===== src/rtl/pac_tile_renderer_pkg.sv =====
// Shared constants and types for the tile renderer and its controller.
// Direction encoding is common with control_pacman.
package pac_tile_renderer_pkg;

   localparam int TILE   = 5;
   localparam int MAX_TX = 26;
   localparam int MAX_TY = 23;

   localparam logic [2:0] FG_COLOUR = 3'b110;
   localparam logic [2:0] BG_COLOUR = 3'b000;
   localparam logic [2:0] LAST_RC   = 3'(TILE - 1);

   typedef enum logic [2:0] {
      DIR_RIGHT = 3'd0,
      DIR_UP    = 3'd1,
      DIR_LEFT  = 3'd2,
      DIR_DOWN  = 3'd3,
      DIR_WAIT  = 3'd4
   } dir_e;

   typedef enum logic [1:0] {
      IDLE,
      ERASE,
      DRAW,
      FINISH
   } state_e;

   typedef struct packed {
      logic [7:0] x;
      logic [6:0] y;
      logic [2:0] colour;
   } pixel_t;

   function automatic logic [4:0] bit_index(
      input logic [2:0] row,
      input logic [2:0] col
   );
      return 5'(int'(row) * TILE + int'(col));
   endfunction

endpackage


===== src/rtl/pac_tile_renderer_if.sv =====
// Request/done handshake plus the VGA adapter pixel-plot port.
// slave = renderer side, master = controller / adapter side.
interface pac_tile_renderer_if;

   logic        draw_req;
   logic [7:0]  tile_x;
   logic [6:0]  tile_y;
   logic [24:0] shape;
   logic [7:0]  vga_x;
   logic [6:0]  vga_y;
   logic [2:0]  colour;
   logic        plot;
   logic        busy;
   logic        done;
   logic        req_err;

   modport slave (
      input  draw_req, tile_x, tile_y, shape,
      output vga_x, vga_y, colour, plot,
      output busy, done, req_err
   );

   modport master (
      output draw_req, tile_x, tile_y, shape,
      input  vga_x, vga_y, colour, plot,
      input  busy, done, req_err
   );

endinterface


===== src/rtl/pac_tile_renderer_tile_pixel_walker.sv =====
// Row/col walker over one TILE x TILE sprite; exposes the next
// pixel position so the parent can register it directly.
module tile_pixel_walker
   import pac_tile_renderer_pkg::*;
(
   input  logic       clock,
   input  logic       reset_n,
   input  logic       start,
   input  logic       step,
   input  logic [7:0] base_tx,
   input  logic [6:0] base_ty,
   output logic [2:0] row_nx,
   output logic [2:0] col_nx,
   output logic [7:0] px_x,
   output logic [6:0] px_y,
   output logic       last
);

   logic [2:0] row_q, row_d;
   logic [2:0] col_q, col_d;

   always_comb begin
      row_d = row_q;
      col_d = col_q;
      if (start) begin
         row_d = '0;
         col_d = '0;
      end else if (step) begin
         if (col_q == LAST_RC) begin
            col_d = '0;
            row_d = row_q + 3'd1;
         end else begin
            col_d = col_q + 3'd1;
         end
      end
   end

   always_ff @(posedge clock) begin
      if (!reset_n) begin
         row_q <= '0;
         col_q <= '0;
      end else begin
         row_q <= row_d;
         col_q <= col_d;
      end
   end

   assign row_nx = row_d;
   assign col_nx = col_d;
   assign last   = (row_q == LAST_RC) && (col_q == LAST_RC);

   // Fits in 8/7 bits for every legal tile (max 134 / 119).
   assign px_x = base_tx * 8'(TILE) + 8'(col_d);
   assign px_y = base_ty * 7'(TILE) + 7'(row_d);

endmodule


===== src/rtl/pac_tile_renderer.sv =====
// Erases the previous sprite footprint then paints the new 5x5
// sprite, one registered VGA plot per clock.
module pac_tile_renderer
   import pac_tile_renderer_pkg::*;
(
   input logic                 clock,
   input logic                 reset_n,
   pac_tile_renderer_if.slave  bus
);

   state_e      state_q, state_d;
   logic [7:0]  new_x_q, new_x_d;
   logic [6:0]  new_y_q, new_y_d;
   logic [24:0] new_shape_q, new_shape_d;
   logic [7:0]  prev_x_q, prev_x_d;
   logic [6:0]  prev_y_q, prev_y_d;
   logic        has_prev_q, has_prev_d;

   logic [7:0]  vga_x_q, vga_x_d;
   logic [6:0]  vga_y_q, vga_y_d;
   logic [2:0]  colour_q, colour_d;
   logic        plot_q, plot_d;
   logic        busy_q, busy_d;
   logic        done_q, done_d;
   logic        req_err_q, req_err_d;

   logic        w_start, w_step, w_last;
   logic [7:0]  w_base_x, w_px_x;
   logic [6:0]  w_base_y, w_px_y;
   logic [2:0]  w_row, w_col;
   logic        in_range;

   assign in_range = (bus.tile_x <= 8'(MAX_TX))
                  && (bus.tile_y <= 7'(MAX_TY));

   always_comb begin
      state_d     = state_q;
      new_x_d     = new_x_q;
      new_y_d     = new_y_q;
      new_shape_d = new_shape_q;
      prev_x_d    = prev_x_q;
      prev_y_d    = prev_y_q;
      has_prev_d  = has_prev_q;
      req_err_d   = 1'b0;
      w_start     = 1'b0;
      w_step      = 1'b0;
      unique case (state_q)
         IDLE: begin
            if (bus.draw_req) begin
               if (in_range) begin
                  new_x_d     = bus.tile_x;
                  new_y_d     = bus.tile_y;
                  new_shape_d = bus.shape;
                  w_start     = 1'b1;
                  state_d     = has_prev_q ? ERASE : DRAW;
               end else begin
                  req_err_d = 1'b1;
               end
            end
         end
         ERASE: begin
            if (w_last) begin
               w_start = 1'b1;
               state_d = DRAW;
            end else begin
               w_step = 1'b1;
            end
         end
         DRAW: begin
            if (w_last) state_d = FINISH;
            else        w_step  = 1'b1;
         end
         FINISH: begin
            prev_x_d   = new_x_q;
            prev_y_d   = new_y_q;
            has_prev_d = 1'b1;
            state_d    = IDLE;
         end
         default: state_d = IDLE;
      endcase
   end

   // Outputs are registered from next-state values so the first
   // pixel appears in the cycle right after acceptance.
   always_comb begin
      w_base_x = (state_d == ERASE) ? prev_x_q : new_x_d;
      w_base_y = (state_d == ERASE) ? prev_y_q : new_y_d;
      plot_d   = (state_d == ERASE) || (state_d == DRAW);
      busy_d   = plot_d;
      done_d   = (state_d == FINISH);
      vga_x_d  = vga_x_q;
      vga_y_d  = vga_y_q;
      colour_d = BG_COLOUR;
      if (plot_d) begin
         vga_x_d = w_px_x;
         vga_y_d = w_px_y;
      end
      if (state_d == DRAW &&
          new_shape_d[bit_index(w_row, w_col)]) begin
         colour_d = FG_COLOUR;
      end
   end

   tile_pixel_walker u_walker (
      .clock   (clock),
      .reset_n (reset_n),
      .start   (w_start),
      .step    (w_step),
      .base_tx (w_base_x),
      .base_ty (w_base_y),
      .row_nx  (w_row),
      .col_nx  (w_col),
      .px_x    (w_px_x),
      .px_y    (w_px_y),
      .last    (w_last)
   );

   always_ff @(posedge clock) begin
      if (!reset_n) begin
         state_q     <= IDLE;
         new_x_q     <= '0;
         new_y_q     <= '0;
         new_shape_q <= '0;
         prev_x_q    <= '0;
         prev_y_q    <= '0;
         has_prev_q  <= 1'b0;
         vga_x_q     <= '0;
         vga_y_q     <= '0;
         colour_q    <= BG_COLOUR;
         plot_q      <= 1'b0;
         busy_q      <= 1'b0;
         done_q      <= 1'b0;
         req_err_q   <= 1'b0;
      end else begin
         state_q     <= state_d;
         new_x_q     <= new_x_d;
         new_y_q     <= new_y_d;
         new_shape_q <= new_shape_d;
         prev_x_q    <= prev_x_d;
         prev_y_q    <= prev_y_d;
         has_prev_q  <= has_prev_d;
         vga_x_q     <= vga_x_d;
         vga_y_q     <= vga_y_d;
         colour_q    <= colour_d;
         plot_q      <= plot_d;
         busy_q      <= busy_d;
         done_q      <= done_d;
         req_err_q   <= req_err_d;
      end
   end

   assign bus.vga_x   = vga_x_q;
   assign bus.vga_y   = vga_y_q;
   assign bus.colour  = colour_q;
   assign bus.plot    = plot_q;
   assign bus.busy    = busy_q;
   assign bus.done    = done_q;
   assign bus.req_err = req_err_q;

endmodule


===== src/flat_wrapper.sv =====
// flat-port wrapper written by rule: the top's interface ports become plain ports
module pac_tile_renderer_flat import pac_tile_renderer_pkg::*;
  (clock, reset_n, bus_draw_req, bus_tile_x, bus_tile_y, bus_shape, bus_vga_x, bus_vga_y, bus_colour, bus_plot, bus_busy, bus_done, bus_req_err);
  pac_tile_renderer_if bus_i ();
  input logic clock;
  input logic reset_n;
  input wire logic [$bits(bus_i.draw_req)-1:0] bus_draw_req;
  input wire logic [$bits(bus_i.tile_x)-1:0] bus_tile_x;
  input wire logic [$bits(bus_i.tile_y)-1:0] bus_tile_y;
  input wire logic [$bits(bus_i.shape)-1:0] bus_shape;
  output wire logic [$bits(bus_i.vga_x)-1:0] bus_vga_x;
  output wire logic [$bits(bus_i.vga_y)-1:0] bus_vga_y;
  output wire logic [$bits(bus_i.colour)-1:0] bus_colour;
  output wire logic [$bits(bus_i.plot)-1:0] bus_plot;
  output wire logic [$bits(bus_i.busy)-1:0] bus_busy;
  output wire logic [$bits(bus_i.done)-1:0] bus_done;
  output wire logic [$bits(bus_i.req_err)-1:0] bus_req_err;
  assign bus_i.draw_req = bus_draw_req;
  assign bus_i.tile_x = bus_tile_x;
  assign bus_i.tile_y = bus_tile_y;
  assign bus_i.shape = bus_shape;
  assign bus_vga_x = bus_i.vga_x;
  assign bus_vga_y = bus_i.vga_y;
  assign bus_colour = bus_i.colour;
  assign bus_plot = bus_i.plot;
  assign bus_busy = bus_i.busy;
  assign bus_done = bus_i.done;
  assign bus_req_err = bus_i.req_err;
  pac_tile_renderer u_core (.clock(clock), .reset_n(reset_n), .bus(bus_i));
endmodule

===== config.mk =====
export PLATFORM = sky130hd
export DESIGN_NAME = pac_tile_renderer_flat
export DESIGN_NICKNAME = d
export VERILOG_FILES = /design/src/rtl/pac_tile_renderer_pkg.sv /design/src/rtl/pac_tile_renderer_if.sv /design/src/rtl/pac_tile_renderer_tile_pixel_walker.sv /design/src/rtl/pac_tile_renderer.sv /design/src/flat_wrapper.sv
export SDC_FILE = /design/constraint.sdc
export NUM_CORES = 1
export LEC_CHECK = 0
export CORE_ASPECT_RATIO = 0.9
export CORE_MARGIN = 1.5
export CORE_UTILIZATION = 45
export CTS_CLUSTER_SIZE = 8
export DETAILED_ROUTE_END_ITERATION = 10
export GPL_ROUTABILITY_DRIVEN = 0
export PLACE_DENSITY = 0.76
export SLEW_MARGIN = 10
export SYNTH_ARGS = -nofsm -noshare
export SYNTH_HDL_FRONTEND = slang
export SYNTH_SLANG_ARGS = --single-unit

===== constraint.sdc =====
create_clock -name clock -period 9.1 [get_ports clock]
set_clock_uncertainty 0.15 [all_clocks]
set_input_delay 1.365 -clock clock [delete_from_list [all_inputs] [get_ports clock]]
set_output_delay 1.365 -clock clock [all_outputs]
set_load 0.05 [all_outputs]

# Yosys cells after proc, flatten, opt, wreduce, memory -nomap -nowiden
# Index checks and enable logic that the tools add are counted.
dict set report word_totals {
  regBits 85
  word_cells 74
  in_bits 43
  output_inout_bits 22
}
dict set report op_classes {
  n_reduce_logical 7
  n_mux 33
  magnitude_cmp 3
  addsub 5
  n_eq_ne 8
  multipliers 3
}
# operator n
set ops {}
lappend ops {{$mux 25} 3}
lappend ops {{$mux 8} 4}
lappend ops {{$mux 7} 4}
lappend ops {{$mux 3} 7}
lappend ops {{$mux 2} 5}
lappend ops {{$add 8x3->8} 1}
lappend ops {{$eq 2x2->1 const B} 4}
lappend ops {{$le 8x5->1 const B} 1}
lappend ops {{$mul 8x3->8 const B} 1}
lappend ops {{$pmux 2 s4} 1}
lappend ops {{$add 7x3->7} 1}
lappend ops {{$le 7x5->1 const B} 1}
lappend ops {{$mul 7x3->7 const B} 1}
lappend ops {{$mux 1} 7}
lappend ops {{$add 3x1->3 const B} 2}
lappend ops {{$eq 3x3->1 const B} 2}
lappend ops {{$lt 5x6->1 const B} 1}
lappend ops {{$add 5x4->5} 1}
lappend ops {{$bmux 1 s5} 1}
lappend ops {{$mul 3x3->5 const B} 1}
lappend ops {{$eq 2x1->1 const B} 2}
lappend ops {{$logic_and 1x1->1} 3}
lappend ops {{$reduce_and 3->1} 1}
lappend ops {{$logic_not 2->1} 1}
lappend ops {{other kinds (3)} 3}

# Longest topological paths before layout
dict set report logic_depth {
  word_depth 12
  ltp_mapped 22
  depth_no_buf 20
}

# Hierarchy
# From an unflattened synthesis, not the netlist that was laid out.
dict set report hier_totals {
  hier_cells 503
  area_unflattened_um2 4917.2
}
# mod area_per_inst_um2 instances cells_per_inst seq_area_each_um2
set by_module_without_submodules {}
lappend by_module_without_submodules {pac_tile_renderer 3836.2 1 386 1541.5}
lappend by_module_without_submodules {tile_pixel_walker 1081.0 1 117 120.1}

# Worst setup path after synthesis
# No wires, ideal clock.
dict set report synth_timing {
  path_kind {in2reg}
  from {input port bus_tile_x[7]}
  to {register u_core.vga_x_q[7] (netlist: u_core.bus.vga_x[7])}
  slack_ns 3.106
  setup_ns 0.116
  stages 21
  arrival_ns 5.727
  path_buffers 2
  required_ns 8.834
  cell_sequence {nor4_4 > and2_2 > o211ai_1 > mux2_2 > a21oi_1 > inv_1 > ha_1 > clkbuf_1 > clkbuf_1 > mux2i_1 > ha_1 > ha_1 > inv_1 > fa_1 > inv_1 > a21oi_1 > o21bai_1 > a21o_1 > a21oi_1 > xnor3_1 > o211a_1}
}
dict set report synth_via {
  elab_chain_len 9
  elab_cells_between_ends 18
  classes_between {add/sub: 1; mul: 1; order compare: 1; eq/ne: 2; mux: 11; reduce/logical: 2}
}
# item line_no
set synth_rtl {}
lappend synth_rtl {{from (decl)} flat_wrapper.sv:8} ;# input wire logic [$bits(bus_i.tile_x)-1:0] bus_tile_x;
lappend synth_rtl {{$le 8x5->1 *} pac_tile_renderer.sv:33} ;# assign in_range = (bus.tile_x <= 8'(MAX_TX))
lappend synth_rtl {{$logic_and 1x1->1 *} pac_tile_renderer.sv:34} ;# && (bus.tile_y <= 7'(MAX_TY));
lappend synth_rtl {{$mux 2 *} pac_tile_renderer.sv:50} ;# if (in_range) begin
lappend synth_rtl {{$mux 2 *} pac_tile_renderer.sv:49} ;# if (bus.draw_req) begin
lappend synth_rtl {{$pmux 2 s4 *} pac_tile_renderer.sv:47} ;# unique case (state_q)
lappend synth_rtl {{via u_core.state_d[0]} pac_tile_renderer.sv:11} ;# state_e state_q, state_d;
lappend synth_rtl {{$eq 2x1->1} {pac_tile_renderer.sv:86, pac_tile_renderer.sv:88}}
lappend synth_rtl {{$mux 8} pac_tile_renderer.sv:86} ;# w_base_x = (state_d == ERASE) ? prev_x_q : new_x_d;
lappend synth_rtl {{$mul 8x3->8} pac_tile_renderer_tile_pixel_walker.sv:53} ;# assign px_x = base_tx * 8'(TILE) + 8'(col_d);
lappend synth_rtl {{$add 8x3->8} pac_tile_renderer_tile_pixel_walker.sv:53}
lappend synth_rtl {{to (signal assigned)} pac_tile_renderer.sv:142} ;# vga_x_q <= vga_x_d;
lappend synth_rtl {{to (decl)} pac_tile_renderer.sv:19} ;# logic [7:0] vga_x_q, vga_x_d;
# Mark *: on every way through the listed nets, which the timed path passes. The rest lies on a longest branch.
# A chain may end at the register's enable or synchronous reset.

# Worst setup path in the final report
dict set report layout_timing {
  from {input port bus_tile_y[4]}
  to {register u_core.vga_x_q[7] (netlist: u_core.bus.vga_x[7])}
}
dict set report layout_via {
  elab_chain_len 9
  elab_cells_between_ends 18
  classes_between {add/sub: 1; mul: 1; order compare: 1; eq/ne: 2; mux: 11; reduce/logical: 2}
}
# item line_no
set layout_rtl {}
lappend layout_rtl {{from (decl)} flat_wrapper.sv:9} ;# input wire logic [$bits(bus_i.tile_y)-1:0] bus_tile_y;
lappend layout_rtl {{$le 7x5->1 *} pac_tile_renderer.sv:34}
lappend layout_rtl {{$logic_and 1x1->1 *} pac_tile_renderer.sv:34}
lappend layout_rtl {{$mux 2 *} pac_tile_renderer.sv:50}
lappend layout_rtl {{$mux 2 *} pac_tile_renderer.sv:49}
lappend layout_rtl {{$pmux 2 s4 *} pac_tile_renderer.sv:47}
lappend layout_rtl {{via u_core.state_d[0]} pac_tile_renderer.sv:11}
lappend layout_rtl {{$eq 2x1->1} {pac_tile_renderer.sv:86, pac_tile_renderer.sv:88}}
lappend layout_rtl {{$mux 8} pac_tile_renderer.sv:86}
lappend layout_rtl {{$mul 8x3->8} pac_tile_renderer_tile_pixel_walker.sv:53}
lappend layout_rtl {{$add 8x3->8} pac_tile_renderer_tile_pixel_walker.sv:53}
# Marked as above.

==> tab_implementation.tex <==
\begin{tabular}{lr}
\hline
Metric & Value \\
\hline
\multicolumn{2}{l}{\textbf{GRT}} \\
Via count of the first global-routing pass & 3618 \\
Gr ovfl total & 0 \\
All-Layer GR Usage & 18.5\% \\
Initial antenna violation count & 0 \\
Wire length of the first global-routing pass & 16.9 mm \\
Pin count of the biggest net entering global routing & 84 \\
\multicolumn{2}{l}{\textbf{Setup path}} \\
Arrival time worst endpoint & 6120 ps \\
Type of element capturing the critical path & flop \\
Critical Path Max Stage Delay & 460 ps \\
Most common cell on crit path & sky130\_fd\_sc\_hd\_\_a21oi\_1 \\
Category of the worst setup path launch point & input pin \\
Capture point of the worst reg-to-reg path & u\_core.bus.vga\_x[7] \\
Critical R2R Launch & u\_core.u\_walker.col\_q[0] \\
Data required time at the worst endpoint & 9180 ps \\
Buf+Inv Stages, Crit Path & 5 \\
Largest delay share family, worst path & compound AO/OA/AOI/OAI gates \\
Critical Path, Cell by Cell & clkdlybuf4s50\_1 -> a21oi\_1 -> and2\_2 -> o211ai\_1 -> mux2\_2 -> a21oi\_1 -> inv\_1 -> ha\_1 -> buf\_4 -> mux2i\_1 -> ha\_1 -> ha\_1 -> inv\_1 -> fa\_1 -> inv\_1 -> a21oi\_1 -> o21bai\_1 -> a21o\_1 -> a21oi\_1 -> xnor3\_1 -> o211a\_1 \\
Crit-path max FO & 23 \\
Cells on worst reg2reg path & 21 \\
Category of the most critical setup path & input pin to flop \\
Critical-path cell with the highest stage delay & sky130\_fd\_sc\_hd\_\_fa\_1 \\
Register-to-Register Setup Slack & 4380 ps \\
\multicolumn{2}{l}{\textbf{Logic synthesis}} \\
Count of different cell masters after synthesis & 57 \\
Count of state elements after synthesis & 83 \\
Share of the yosys chip area belonging to registers & 33.6\% \\
Post-synth EDFFs & 0 \\
List of most frequent post-synthesis cells & sky130\_fd\_sc\_hd\_\_dfxtp\_1, sky130\_fd\_sc\_hd\_\_mux2i\_1, sky130\_fd\_sc\_hd\_\_nor2b\_1 \\
Top post-synthesis cells by area & sky130\_fd\_sc\_hd\_\_dfxtp\_1, sky130\_fd\_sc\_hd\_\_mux2i\_1, sky130\_fd\_sc\_hd\_\_ha\_1 \\
Most repeated cell in the gate-level netlist after synthesis & sky130\_fd\_sc\_hd\_\_dfxtp\_1 \\
Top cell type's share of synthesized area & 33.6\% \\
Asr flop ratio synth & 0\% \\
Syn Area/Cell & 9.87 sq um \\
Most used DFF post-synth & sky130\_fd\_sc\_hd\_\_dfxtp\_1 \\
Biggest area consumer among synthesized cells & sky130\_fd\_sc\_hd\_\_dfxtp\_1 \\
Syn. warnings & 0 \\
Synthesized cell area & 0.00495 sq mm \\
Synth Net Count & 598 \\
Number of standard cells after synthesis & 502 \\
\multicolumn{2}{l}{\textbf{Finish}} \\
Layout Cells excl Fill & 692 \\
Syn-to-layout area delta & 20.3\% \\
Total area of multi-input combinational cells & 0.00303 sq mm \\
Number of nets in the layout & 650 \\
Layout cells sized above 1 & 7.16\% \\
Final standard cell utilization of the core & 55.4\% \\
Layout filler cell count & 961 \\
\# diodes & 0 \\
Register cell area after layout & 0.00166 sq mm \\
\multicolumn{2}{l}{\textbf{Outcome}} \\
Status & finished, final reports clean \\
\multicolumn{2}{l}{\textbf{Placement}} \\
Placed cell count & 676 \\
Number of port buffers & 63 \\
HPWL after DPL & 7.35 mm \\
Worst slack, placed & 2730 ps \\
\multicolumn{2}{l}{\textbf{Power and ir drop}} \\
Power density normalized to cell area & 147 mW/mm\^{}2 \\
Leakage power & 2.74 nW \\
Maximum resistive drop on vdd & 0.105 mV \\
\multicolumn{2}{l}{\textbf{STA}} \\
Hold violation count in the final report & 0 \\
Max-slew headroom at the worst pin & 32.8\% \\
Max-slew violation count & 0 \\
Fmax achieved & 0.166 GHz \\
Transition time of the tightest slew-check pin & 1010 ps \\
Setup ws final & 3060 ps \\
Post-layout min period & 6040 ps \\
Number of endpoints failing setup at the final stage & 0 \\
Period Utilization, post-route & 66.4\% \\
Sum of negative setup slack & 0 ps \\
Minimum hold slack & 354 ps \\
RSZ-0062 raised after global routing & false \\
\multicolumn{2}{l}{\textbf{CTS}} \\
Clock Tree Root & sky130\_fd\_sc\_hd\_\_clkbuf\_16 \\
Clk\_lat worst skew & 340 ps \\
Clock tree sinks & 83 \\
CTS tree & built \\
Setup bufs post-CTS & 0 \\
Maximum level of the CTS H-tree & 3 \\
Post-cts repair resize count & 0 \\
Clock transition at the registers of the reported paths & 60 ps \\
CTS buffer count & 9 \\
Number of buffers on the longest clock path & 2 \\
Quantity of hold-fixing buffers added after cts & 0 \\
\multicolumn{2}{l}{\textbf{Min path}} \\
Class of the most critical hold timing path & flop to flop \\
Worst hold path startpoint & u\_core.new\_y\_q[5] \\
Endpoint with the worst hold slack & u\_core.new\_y\_q[5] \\
Worst hold stages & 1 \\
\multicolumn{2}{l}{\textbf{Job}} \\
Number of max-cap violations & 0 \\
\multicolumn{2}{l}{\textbf{Detailed routing}} \\
Detail-routed net length per standard cell & 14.7 microns \\
Remaining design rule violation count & 0 \\
Routed WL & 10.2 mm \\
Number of routed nets with antenna violations & 0 \\
Vias per inst & 5.19 \\
Pre-Repair DR Iteration Count & 4 \\
Starting DRT DRC Count & 91 \\
Number of vias after detailed routing & 3590 \\
\multicolumn{2}{l}{\textbf{Floorplanning}} \\
Number of rows created at floorplan & 36 \\
Top-level I/O count & 65 \\
DIE AREA & 0.0116 sq mm \\
Core region area & 0.0108 sq mm \\
Die outline width & 114 microns \\
Starting Density & 46.0\% \\
Die height & 103 microns \\
\hline
\end{tabular}
layer usage:
metal	vias to the layer above	routed length [microns]	track usage (%)
li1	1821	-	-
met2	60	5060	32.2
met5	-	0	0
met4	0	166	6.25
met1	1699	4620	22.3
met3	10	343	5.06
cell families (layout without fill, tap and decap cells):
kind of cell / after synthesis / after routing / synth area share (%)
xor+xnor: 21 / 21 / 3.99
simple gates: 150 / 150 / 17.6
mux: 78 / 78 / 17.1
compound gates: 61 / 61 / 8.59
buf+inv: 55 / 112 / 5.20
other cells: 1 / 1 / 0.0757
fa+ha+maj: 53 / 53 / 13.8
flops: 83 / 83 / 33.6
final cells by class:
class | count | share of cell area (%)
sequential | 83 | 27.9
inverter | 30 | 1.89
clock inverter | 5 | 1.43
tap | 133 | 2.79
timing repair buffer | 66 | 10.9
multi-input combinational | 364 | 50.9
clock buffer | 11 | 4.24
sequential cells by signal, summed over array words and instances, names as in the netlist, named ones only:
signal / flops
u_core.has_prev_q: 1
u_core.bus.vga_x: 8
u_core.u_walker.col_q: 3
u_core.new_shape_q: 25
u_core.bus.vga_y: 7
u_core.bus.busy: 1
u_core.new_y_q: 7
u_core.state_q: 2
u_core.bus.req_err: 1
u_core.bus.colour: 1
u_core.prev_x_q: 8
u_core.prev_y_q: 7
u_core.new_x_q: 7
u_core.u_walker.row_q: 3
u_core.bus.done: 1
report_power, final:
group / switching, mW / total [mW] / leakage [nW] / internal, mW
combinational: 0.0548 / 0.102 / 1.91 / 0.0468
clock: 0.148 / 0.404 / 0.162 / 0.256
sequential: 0.00323 / 0.371 / 0.669 / 0.368
metrics by stage:
step	power [mW]	cell area (sq um)
after global routing	0.910	5960
after floorplan	0.443	4950
after global placement	0.479	5620
after CTS	0.886	5960
final	0.877	5960
after detailed placement	0.481	5620
layout by cell type (no fill, tap or decap), types with 8 or more instances in the layout:
cell / synthesis / layout
sky130_fd_sc_hd__mux2i_1: 70 / 70
sky130_fd_sc_hd__clkbuf_16: 0 / 9
sky130_fd_sc_hd__dfxtp_1: 83 / 83
sky130_fd_sc_hd__and2_1: 22 / 22
sky130_fd_sc_hd__a21oi_1: 17 / 17
sky130_fd_sc_hd__inv_1: 30 / 30
sky130_fd_sc_hd__clkdlybuf4s50_1: 0 / 62
sky130_fd_sc_hd__nand2_1: 26 / 26
sky130_fd_sc_hd__ha_1: 50 / 50
sky130_fd_sc_hd__xnor2_1: 12 / 12
sky130_fd_sc_hd__nor2b_1: 56 / 56
sky130_fd_sc_hd__nor2_1: 15 / 15
sky130_fd_sc_hd__xor2_1: 8 / 8
sky130_fd_sc_hd__o21ai_0: 16 / 16
how the worst max path moves through the flow:
stage                  start  cells past startpoint                  end  slack [ps]
4_1_cts        bus_tile_x[7]                     21  u_core.bus.vga_x[7]        3080
6_report       bus_tile_y[4]                     21  u_core.bus.vga_x[7]        3060
3_3_place_gp   bus_tile_x[7]                     21  u_core.bus.vga_x[7]        2980
2_1_floorplan  bus_tile_x[7]                     21  u_core.bus.vga_x[7]        3110
5_1_grt        bus_tile_y[4]                     21  u_core.bus.vga_x[7]        2750
3_5_place_dp   bus_tile_x[7]                     21  u_core.bus.vga_x[7]        2730
No activity file was read; power rests on OpenSTA's default activity.
